[src/rtl/cpu_pkg.sv]
// rtl/cpu_pkg.sv - shared types and defaults for the fetch sequencer and its neighbours
package cpu_pkg;

    localparam int DEFAULT_ADDR_W = 8;
    localparam int DEFAULT_CNT_W  = 16;

    // Opcode the decoder recognises as end-of-program; it raises halt on it.
    localparam logic [7:0] HALT_OPCODE = 8'h76;

    typedef enum logic [1:0] {
        IDLE = 2'b00,
        INIT = 2'b01,
        RUN  = 2'b10,
        DONE = 2'b11
    } fetch_state_t;

endpackage

[src/rtl/sat_counter.sv]
// rtl/sat_counter.sv - up counter with clear, enable and saturation at all-ones
// Ports: clk, reset (sync, active-high), clr (priority over en), en, count[W-1:0].
module sat_counter #(
    parameter int W = 16
) (
    input  logic         clk,
    input  logic         reset,
    input  logic         clr,
    input  logic         en,
    output logic [W-1:0] count
);

    always_ff @(posedge clk) begin
        if (reset) begin
            count <= '0;
        end else if (clr) begin
            count <= '0;
        end else if (en && (count != '1)) begin
            count <= count + W'(1);
        end
    end

endmodule

[src/rtl/fetch_sequencer.sv]
// rtl/fetch_sequencer.sv - launch/run controller for the instruction fetch unit
// Ports: clk, reset (sync, active-high); start/start_addr_in launch a program;
// halt/stall_req from decoder/datapath; ack acknowledges done. Outputs: init pulse,
// start_addr, fetch_unit_en, busy, done, cycle_count, prog_count.
// Optional macro FETCH_SEQUENCER_WATCHDOG_EN adds WDOG_LIMIT and a timeout output.
module fetch_sequencer
    import cpu_pkg::*;
#(
    parameter int CNT_W  = DEFAULT_CNT_W,
    parameter int ADDR_W = DEFAULT_ADDR_W
`ifdef FETCH_SEQUENCER_WATCHDOG_EN
    ,
    parameter int WDOG_LIMIT = 4095
`endif
) (
    input  logic              clk,
    input  logic              reset,
    input  logic              start,
    input  logic [ADDR_W-1:0] start_addr_in,
    input  logic              halt,
    input  logic              stall_req,
    input  logic              ack,
    output logic              init,
    output logic [ADDR_W-1:0] start_addr,
    output logic              fetch_unit_en,
    output logic              busy,
    output logic              done,
    output logic [CNT_W-1:0]  cycle_count,
    output logic [1:0]        prog_count
`ifdef FETCH_SEQUENCER_WATCHDOG_EN
    ,
    output logic              timeout
`endif
);

    fetch_state_t state;
    fetch_state_t state_next;
    logic         launch;
    logic         wdog_hit;

    assign launch = (state == IDLE) && start;

`ifdef FETCH_SEQUENCER_WATCHDOG_EN
    // Fires in the RUN cycle whose increment brings the count to the limit,
    // so DONE shows exactly WDOG_LIMIT counted cycles.
    assign wdog_hit = (state == RUN) && (cycle_count == CNT_W'(WDOG_LIMIT - 1));
`else
    assign wdog_hit = 1'b0;
`endif

    always_comb begin
        state_next = state;
        unique case (state)
            IDLE: if (start) state_next = INIT;
            INIT: state_next = RUN;
            RUN:  if (halt || wdog_hit) state_next = DONE;
            DONE: if (ack) state_next = IDLE;
            default: state_next = IDLE;
        endcase
    end

    // prog_count and start_addr update on the launch edge so the memory sees
    // the new program selector and entry address during the init pulse.
    always_ff @(posedge clk) begin
        if (reset) begin
            state      <= IDLE;
            start_addr <= '0;
            prog_count <= 2'd0;
        end else begin
            state <= state_next;
            if (launch) begin
                start_addr <= start_addr_in;
                prog_count <= prog_count + 2'd1;
            end
        end
    end

`ifdef FETCH_SEQUENCER_WATCHDOG_EN
    // A halt on the limit cycle is a normal completion, so halt masks the flag.
    always_ff @(posedge clk) begin
        if (reset) begin
            timeout <= 1'b0;
        end else if (launch) begin
            timeout <= 1'b0;
        end else if (wdog_hit && !halt) begin
            timeout <= 1'b1;
        end
    end
`endif

    // Cleared on the launch edge so INIT already reads zero; counts every RUN
    // cycle including stalled ones and the halting one, frozen in DONE.
    sat_counter #(
        .W(CNT_W)
    ) u_cycle_cnt (
        .clk   (clk),
        .reset (reset),
        .clr   (launch),
        .en    (state == RUN),
        .count (cycle_count)
    );

    assign init          = (state == INIT);
    assign busy          = (state != IDLE);
    assign done          = (state == DONE);
    assign fetch_unit_en = (state == RUN) && !stall_req && !halt;

endmodule

[config.mk]
export PLATFORM = sky130hd
export DESIGN_NAME = fetch_sequencer
export DESIGN_NICKNAME = d
export VERILOG_FILES = /design/src/rtl/cpu_pkg.sv /design/src/rtl/sat_counter.sv /design/src/rtl/fetch_sequencer.sv
export SDC_FILE = /design/constraint.sdc
export NUM_CORES = 1
export LEC_CHECK = 0
export CAP_MARGIN = 20
export CORE_ASPECT_RATIO = 0.9
export CORE_MARGIN = 2
export CORE_UTILIZATION = 51
export CTS_BUF_LIST = sky130_fd_sc_hd__clkbuf_2 sky130_fd_sc_hd__clkbuf_4 sky130_fd_sc_hd__clkbuf_8
export DETAILED_ROUTE_END_ITERATION = 6
export PLACE_DENSITY = 0.95
export SLEW_MARGIN = 20
export SYNTH_ARGS = -nofsm -noshare
export SYNTH_HDL_FRONTEND = slang
export SYNTH_SLANG_ARGS = --single-unit
[constraint.sdc]
create_clock -name clk -period 4.1 [get_ports clk]
set_clock_uncertainty 0.05 [all_clocks]
set_input_delay 0.82 -clock clk [delete_from_list [all_inputs] [get_ports clk]]
set_output_delay 0.82 -clock clk [all_outputs]
set_load 0.01 [all_outputs]
==> qor.yml <==
status: "completed"
syn_area_per_cell_um2: 8.240
first_iter_violations: 88
crit_fanout: 2
num_rows: 17
die_area_um2: 3078
seq_area_frac_synth: 0.4148
setup_viol: 0
numCtsBuffers: 3
pwr-share-comb: 0.329
die_w_um: 58.26
synth-seq-cells: 28
synth_ff_type: "dfxtp_1"
yosysTopAreaCell: "dfxtp_1"
die_y_um: 52.83
critical_path_buf_inv_count: 2
routabilityCongestion: 0.8293
cts_buffer_depth: 2
antenna_found_initial: 0
grt_usage: 0.2571
worst_path_max_delay_cell: "clkdlybuf4s50_1"
grt_max_degree: 16
path_delay_family: "buffers and inverters"
ant_nets: 0
first_pass_iters: 4
maxSlewViolCount: 0
synth.area.top_cells: "dfxtp_1, nand2_1, a21oi_1"
yosysTopAreaCellShare: 0.4148
drive_gt1_frac: 0.04327
maxCapViolations: 0
max_freq_ghz: 0.3461
nets: 228
vias_per_cell: 6.025
cpPeakStageDelay_ps: 570
timing.final.crit_share: 0.7047
cts_max_level: 1
hold_class: "register to register"
criticalPathCategory: "input pin to output port"
rsz0062_at_grt: "no"
switching_share: 0.3215
synth_edf_count: 0
insertion_delay_ps: 330
syn_nets: 183
synthArstFlopShare: 0
crit_top_cell: "clkdlybuf4s50_1"
p_per_area_nw_per_um2: 370.8
seq_power_share: 0.474
start_util: 0.5430
grt_pass1_vias: 1292
multi_input_area_um2: 752.0
dp_cells: 232
synth.top_cells.by_count: "dfxtp_1, nand2_1, a21oi_1, nor2_1, nand3_1"
holdBufCountCts: 0
grt_first_pass_wirelength_mm: 5.982
arrival_ps: 2020
cts_resized: 0
area_growth_pct: 36.48
synth.distinct_cells: 38
vias: 1422
clockRootBuffer: "clkbuf_4"
rrSetupSlack_ps: 1950
hold_viol: 0
boundaryPins: 44
end_kind: "output port"
n_antenna_cell: 0
postSynthCellCount: 164
switching_power_w: 0.0002199
fillerInstances: 184
cts_tree: "done"
clock_sinks: 28
p_int_w: 0.0004641
routed_wl_mm: 3.590
cp.required_ps: 3230
fin_crit_ps: 2889
path_cells: "clkdlybuf4s50_1 -> nor3b_1 -> clkdlybuf4s50_1"
hold_ws_ps: 422.9
yosysMostFrequentCell: "dfxtp_1"
grt_overflow: 0
core_um2: 2489
drc_errors: 0
port_buffers: 43
worst_pin_slew_ps: 560.2
ir_drop_v: 0.0002812
tns_ps: 0
cp-start-kind: "input pin"
dp_hpwl_mm: 2.662
clkPwrFrac: 0.197
netlist_area_um2: 1351
p_leak_nw: 0.6301
routedWlPerCell_um: 15.21
clkTransAtPathRegs_ps: 140
regArea_um2: 560.5
relSlewSlack: 0.6265
post_cts_buffers: 0
instances_no_fill: 236
yosysWarnings: 0
-- stage by stage --
| step | util | setup slack [ps] | instance area, um^2 | total power, W |
|---|---|---|---|---|
| floorplan | - | 2089 | 1351 | 0.0004483 |
| global placement | 0.7265 | 1244 | 1808 | 0.0005386 |
| detailed placement | 0.7265 | 1221 | 1808 | 0.0005515 |
| CTS | 0.7411 | 1203 | 1844 | 0.0006856 |
| global route | 0.7411 | 1143 | 1844 | 0.0007217 |
| finish | 0.7411 | 1211 | 1844 | 0.0006839 |
-- sequential cells by signal, indices dropped and copies added (netlist names) --
register           flops
prog_count             2
state                  2
start_addr             8
u_cycle_cnt.count     16
-- layout make-up --
type | instances | share of cell area
clock buffer | 4 | 0.01967
inverter | 6 | 0.01221
multi-input combinational | 126 | 0.4077
sequential | 28 | 0.3039
tap | 28 | 0.01900
timing repair buffer | 44 | 0.2374
-- routing by layer --
| layer | track usage | wire length (um) | up-vias |
|---|---|---|---|
| li1 | - | - | 693 |
| met1 | 0.3273 | 1460 | 659 |
| met2 | 0.4476 | 1864 | 62 |
| met3 | 0.03704 | 222 | 8 |
| met4 | 0.07752 | 42 | 0 |
| met5 | 0 | 0 | - |
-- power groups by stage --
| stage | clock, W | combinational [W] | sequential, W |
|---|---|---|---|
| 6_report | 0.000135 | 0.000225 | 0.000324 |
| 5_1_grt | 0.000146 | 0.000247 | 0.000329 |
| 4_1_cts | 0.000136 | 0.000225 | 0.000324 |
| 3_5_place_dp | 0 | 0.000223 | 0.000329 |
| 3_3_place_gp | 0 | 0.000212 | 0.000326 |
| 2_1_floorplan | 0 | 0.000114 | 0.000334 |
-- worst reg2reg max path: cells and delay by family (launching register included) --
family | cells | cell delay, ps
fa+ha+maj | 1 | 240
flops | 1 | 430
simple gates | 4 | 1300
buf+inv | 1 | 90
-- cells by family after synthesis --
family / Yosys count / share of synthesized area
AOI/OAI and AO/OA: 37 / 0.1732
adders and majority gates: 5 / 0.04630
muxes: 1 / 0.007408
and+or+nand+nor: 80 / 0.3102
buffers and inverters: 10 / 0.02870
xor gates and xnor gates: 3 / 0.01945
DFF: 28 / 0.4148
-- placed cells by master (no fill, tap or decap), drive strengths merged, types with 4 or more instances in the layout --
master	instances
nand4	5
inv	6
nor2	10
a21oi	17
o41ai	4
o21ai	6
nand3	8
clkbuf	4
ha	5
dfxtp	28
nand2	27
nor3	7
clkdlybuf4s50	43
-- final timing paths --
check             cells after the start                           endpoint                        from
setup / recovery                      3                      fetch_unit_en                        halt
hold / removal                        2         start_addr[7]$_SDFFE_PP0P_  start_addr[7]$_SDFFE_PP0P_
setup reg to reg                      6  u_cycle_cnt.count[5]$_SDFFE_PP0P_       state[1]$_SDFFE_PP0P_
hold reg to reg                       2         start_addr[7]$_SDFFE_PP0P_  start_addr[7]$_SDFFE_PP0P_
No activity file was read; power rests on OpenSTA's default activity.
